### src/rtl/ram_port_arbiter.sv
// ram_port_arbiter: round-robin I/D arbiter for a single-port word RAM, with read-modify-write for sub-word stores
module ram_port_arbiter #(
  parameter int unsigned MEM_BYTES = 65536
) (
  input  logic        clk,
  input  logic        rst_n,
  input  logic        i_req_valid,
  output logic        i_req_ready,
  input  logic [31:0] i_req_addr,
  output logic        i_rsp_valid,
  output logic [31:0] i_rsp_rdata,
  output logic        i_rsp_err,
  input  logic        d_req_valid,
  output logic        d_req_ready,
  input  logic        d_req_we,
  input  logic [3:0]  d_req_be,
  input  logic [31:0] d_req_addr,
  input  logic [31:0] d_req_wdata,
  output logic        d_rsp_valid,
  output logic [31:0] d_rsp_rdata,
  output logic        d_rsp_err,
  output logic        ram_we,
  output logic [31:0] ram_addr,
  output logic [31:0] ram_wdata,
  input  logic [31:0] ram_rdata
);
  typedef enum logic [1:0] {IDLE, ACCESS, WBACK, RESP} state_t;
  state_t state, nxt;
  logic last_d, owner, we_q, acc, gnt_d, a_we, a_err, sub, rsp_set, rsp_who, rsp_er;
  logic [3:0] be_q;
  logic [31:0] wdata_q, a_addr, mask, merged, rsp_rd;
  always_comb begin
    i_req_ready = state == IDLE && i_req_valid && (!d_req_valid || last_d);
    d_req_ready = state == IDLE && d_req_valid && !i_req_ready;
    acc = i_req_ready || d_req_ready;
    gnt_d = d_req_ready;
    a_addr = gnt_d ? d_req_addr : i_req_addr;
    a_we = gnt_d && d_req_we;
    a_err = a_addr[1:0] != 2'b00 || a_addr >= MEM_BYTES;
    mask = {{8{be_q[3]}}, {8{be_q[2]}}, {8{be_q[1]}}, {8{be_q[0]}}};
    merged = (ram_rdata & ~mask) | (wdata_q & mask);
    sub = we_q && be_q != 4'h0 && be_q != 4'hF;
    nxt = state == IDLE ? (acc ? (a_err ? RESP : ACCESS) : IDLE) :
          state == ACCESS ? (sub ? WBACK : RESP) :
          state == WBACK ? RESP : IDLE;
    rsp_set = (acc && a_err) || (state == ACCESS && !sub) || state == WBACK;
    rsp_who = state == IDLE ? gnt_d : owner;
    rsp_rd = state == ACCESS && !we_q ? ram_rdata : '0;
    rsp_er = state == IDLE;
  end
  always_ff @(posedge clk or negedge rst_n) begin
    if (!rst_n) state <= IDLE;
    else state <= nxt;
  end
  always_ff @(posedge clk or negedge rst_n) begin
    if (!rst_n) begin
      last_d <= 1'b1;
      owner <= 1'b0;
      we_q <= 1'b0;
      be_q <= '0;
      wdata_q <= '0;
      ram_we <= 1'b0;
      ram_addr <= '0;
      ram_wdata <= '0;
      i_rsp_valid <= 1'b0;
      i_rsp_rdata <= '0;
      i_rsp_err <= 1'b0;
      d_rsp_valid <= 1'b0;
      d_rsp_rdata <= '0;
      d_rsp_err <= 1'b0;
    end else begin
      ram_we <= 1'b0;
      i_rsp_valid <= rsp_set && !rsp_who;
      d_rsp_valid <= rsp_set && rsp_who;
      if (rsp_set && !rsp_who) begin
        i_rsp_rdata <= rsp_rd;
        i_rsp_err <= rsp_er;
      end
      if (rsp_set && rsp_who) begin
        d_rsp_rdata <= rsp_rd;
        d_rsp_err <= rsp_er;
      end
      if (acc) begin
        last_d <= gnt_d;
        owner <= gnt_d;
        we_q <= a_we;
        be_q <= d_req_be;
        wdata_q <= d_req_wdata;
        if (!a_err) begin
          ram_addr <= a_addr;
          ram_we <= a_we && &d_req_be;
          if (a_we && &d_req_be) ram_wdata <= d_req_wdata;
        end
      end
      if (state == ACCESS && sub) begin
        ram_we <= 1'b1;
        ram_wdata <= merged;
      end
    end
  end
endmodule

### config.mk
export PLATFORM = sky130hd
export DESIGN_NAME = ram_port_arbiter
export DESIGN_NICKNAME = d
export VERILOG_FILES = /design/src/rtl/ram_port_arbiter.sv
export SDC_FILE = /design/constraint.sdc
export NUM_CORES = 1
export LEC_CHECK = 0
export CAP_MARGIN = 10
export CORE_UTILIZATION = 30
export CTS_CLUSTER_SIZE = 12
export DETAILED_ROUTE_END_ITERATION = 8
export SKIP_LAST_GASP = 1
export SYNTH_ARGS = -nofsm -noshare
export SYNTH_HDL_FRONTEND = slang
export SYNTH_SLANG_ARGS = --single-unit
### constraint.sdc
create_clock -name clk -period 3.08 [get_ports clk]
set_clock_uncertainty 0.05 [all_clocks]
set_input_delay 0.616 -clock clk [delete_from_list [all_inputs] [get_ports clk]]
set_output_delay 0.616 -clock clk [all_outputs]
set_load 0.01 [all_outputs]
==> metrics.md <==
| Metric | Value |
|---|---|
| Synth Cell Area | 8140 um^2 |
| Worst IR Drop VDD | 0.508 mV |
| Initial antenna violation count | 3 |
| Post-CTS Hold Buffers | 0 |
| Post-cts resize count | 0 |
| Max-slew headroom | 0.269 |
| Worst-margin pin slew | 1.09 ns |
| Drt drc | 0 |
| Peak per-stage delay on the critical path | 0.62 ns |
| Synthesis warning total | 0 |
| CP Cell Sequence | inv_1 -> ha_1 -> buf_4 -> nand2_1 -> a21oi_1 -> clkdlybuf4s50_1 |
| Power per Cell Area | 935 nW/um^2 |
| Die footprint | 27,800 um^2 |
| Via Count | 6,916 |
| Mux share of post-synthesis cell area | 0.156 |
| Layout cells sized above 1 | 0.148 |
| Vias in the first global route | 7,035 |
| Outcome | finished clean |
| I/O pin count | 272 |
| Clk slew on worst S/H paths | 0.08 ns |
| Min-Delay Path Class | in -> async |
| Final HPWL DP | 18,700 um |
| Worst-skew pair later-pin latency | 0.42 ns |
| Core area | 26,400 um^2 |
| Seq/Total Area, Yosys | 0.535 |
| # Max-Cap Violations | 0 |
| Cell Count, Final, Fillers Out | 1,381 |
| GRT Total Usage | 0.194 |
| Cell Area, Placed | 11,500 um^2 |
| Pin count of the biggest net entering global routing | 67 |
| Ys async rst share | 1.00 |
| Post-synthesis adder-cell area fraction | 0.00461 |
| Post-Syn Nets | 901 |
| Synth Flop Type | dfrtp_1 |
| Static Leak | 5.41 nW |
| Final min period | 2.86 ns |
| GP Congestion | 0.751 |
| Root Buffer | clkbuf_16 |
| Avg WL per Cell | 19.2 um |
| Slew Viols, Final | 0 |
| CP delay by family, top | buffers and inverters |
| P&R area growth vs syn | 48.3% |
| Placed insts | 1,348 |
| Worst setup EP type | output port |
| Final wirelength | 26,500 um |
| Filler cells | 2,449 |
| Period utilization | 0.928 |
| Global-route wire length before repair | 41,600 um |
| CTS tree | built |
| Final nets | 1,172 |
| Worst path bufs/invs | 3 |
| Critical Path Source Type | register |
| Worst Path Class, Setup | reg -> out |
| Final Worst Setup Slack | 0.223 ns |
| Setup Viol. Count Final | 0 |
| XOR/XNOR Fraction of Synth Area | 0 |
| Worst hold slack | 0.102 ns |
| Die X | 167 um |
| RSZ-0062 raised after global routing | false |
| Initial DRT Pass Iterations | 5 |
| Max clock buf depth | 2 |
| Antenna violation net count after detailed routing | 0 |
| Post-synth EDFFs | 0 |
| Compound-Gate Fraction of Synth Area | 0.129 |
| Vias/cell | 5.01 |
| Drt initial violations | 318 |
| Seq cells post-synth | 174 |
| Grt total ovfl | 0 |
| Layout Utilization | 0.458 |
| Sink Count | 174 |
| WP data arrival | 2.19 ns |
| Largest family of logic cells by synthesized area | multiplexers |
| H-tree levels | 4 |
| CTS Buf Count | 17 |
| Placement Rows | 59 |
| Cells after Synth | 761 |
| Port Buffers | 271 |
| Slowest cell on the critical path | clkdlybuf4s50_1 |
| Dpl ws | -0.0645 ns |
| F_max | 350 MHz |
| Setup Fix Bufs, Post-CTS | 0 |
| Final hold violations | 0 |
| CP Max Fanout | 7 |
| Netlist cell types | 43 |
| Mean Syn Cell Area | 10.7 um^2 |
| Die height | 167 um |
| Cell area after layout | 12,100 um^2 |
| Worst path required time | 2.41 ns |
| Starting Density | 0.309 |
| Post-Synth Simple-Gate Area | 0.128 |
report_power, final:
| group | internal (W) | switching, W | total, W |
|---|---|---|---|
| clock network | 0.00124 | 0.00101 | 0.00225 |
| registers | 0.00317 | 0.000607 | 0.00378 |
| logic | 0.00264 | 0.00263 | 0.00527 |
stage by stage:
step | power [W] | TNS (ns)
floorplan | 0.00651 | 0
global placement | 0.00902 | -0.170
detailed placement | 0.00914 | -1.23
CTS | 0.0114 | 0
global route | 0.0120 | 0
finish | 0.0113 | 0
cells by family after synthesis:
family          after synthesis
mux                         114
compound gates              145
buf+inv                      95
fa+ha+maj                     3
simple gates                230
flops                       174
cells in the mapped netlist (2+ instances only):
library cell  instances  area [um^2]
mux2_1               13          146
nand2_1             149          559
buf_6                 3         33.8
nor4_1                4         25.0
nor2_1                4         15.0
mux2i_1              32          320
a21oi_1               2         10.0
nand4_1               3         18.8
inv_1                38          143
ha_1                  3         37.5
clkbuf_1             47          176
mux2_4                7          105
buf_1                 3         11.3
o21ai_0              34          170
buf_2                 3         15.0
o22a_1                2         17.5
and2_1               22          138
nor2b_1               2         12.5
nand3_1              34          170
mux2_2               62          698
or4_1                 5         37.5
o211ai_1             64          480
a32oi_1              32          280
dfrtp_1             173         4330
o21a_1                2         15.0
area by class of cell:
class                   count  area [um^2]  area share
well taps                 335          419      0.0347
flip-flops and latches    174         4360       0.361
multi-input cells         492         3480       0.288
clock inverters            13          153      0.0126
clock buffers              19          443      0.0367
repair buffers            309         3080       0.255
inverters                  38          143      0.0118
diodes                      1         2.50    0.000207
cells in the final DEF, fill, tap and decap left out, drive strengths merged:
master         netlist  routed
a2111o               1       1
a21boi               1       1
a21oi                3       3
a22o                 1       1
a31oi                1       1
a32oi               32      32
and2                22      22
and4                 1       1
buf                 10      38
bufinv               0       2
clkbuf              47      20
clkdlybuf4s50        0     270
clkinv               0       4
clkinvlp             0       2
dfrtp              173     173
dfstp                1       1
diode                0       1
ha                   3       3
inv                 38      43
mux2                82      82
mux2i               32      32
nand2              150     150
nand2b               1       1
nand3               34      34
nand4                3       3
nor2                 5       5
nor2b                2       2
nor3                 1       1
nor4                 5       5
o211ai              64      64
o21a                 2       2
o21ai               36      36
o22a                 2       2
o31ai                1       1
o32ai                1       1
or2                  1       1
or4                  5       5
registers in the layout (all words and copies together), names as in the netlist, 2 cells and up:
| name | cells |
|---|---|
| d_rsp_rdata | 32 |
| state | 2 |
| be_q | 4 |
| i_rsp_rdata | 32 |
| wdata_q | 32 |
| ram_addr | 32 |
| ram_wdata | 32 |
per-layer routing:
layer	global-route usage	vias to the layer above	part of all wire	wire, um
li1	-	3247	-	-
met1	0.260	3396	0.45	12000
met2	0.314	239	0.47	12400
met3	0.0509	30	0.067	1780
met4	0.0435	4	0.011	290
met5	0	-	0.00090	24
worst register-to-register path, delay by kind of cell (launching register included):
kind | cells | cell delay, ns
AND/OR/NAND/NOR | 2 | 0.39
flip-flops | 1 | 0.60
AO/OA/AOI/OAI | 3 | 1.30
buffers and inverters | 1 | 0.24
path summary, 6_finish.rpt:
path / from / endpoint / slack, ns / cells past startpoint
min reg2reg: ram_addr[1] / ram_addr[1] / 0.44 / 1
max reg2reg: be_q[1] / d_rsp_rdata[26] / 0.42 / 6
max in group asynchronous: rst_n / wdata_q[1] / 2.09 / 2
min in group clk: ram_addr[1] / ram_addr[1] / 0.44 / 1
max: state[0] / i_req_ready / 0.22 / 6
min: rst_n / wdata_q[20] / 0.10 / 1
Note: power is estimated with default switching activity, not from simulation.
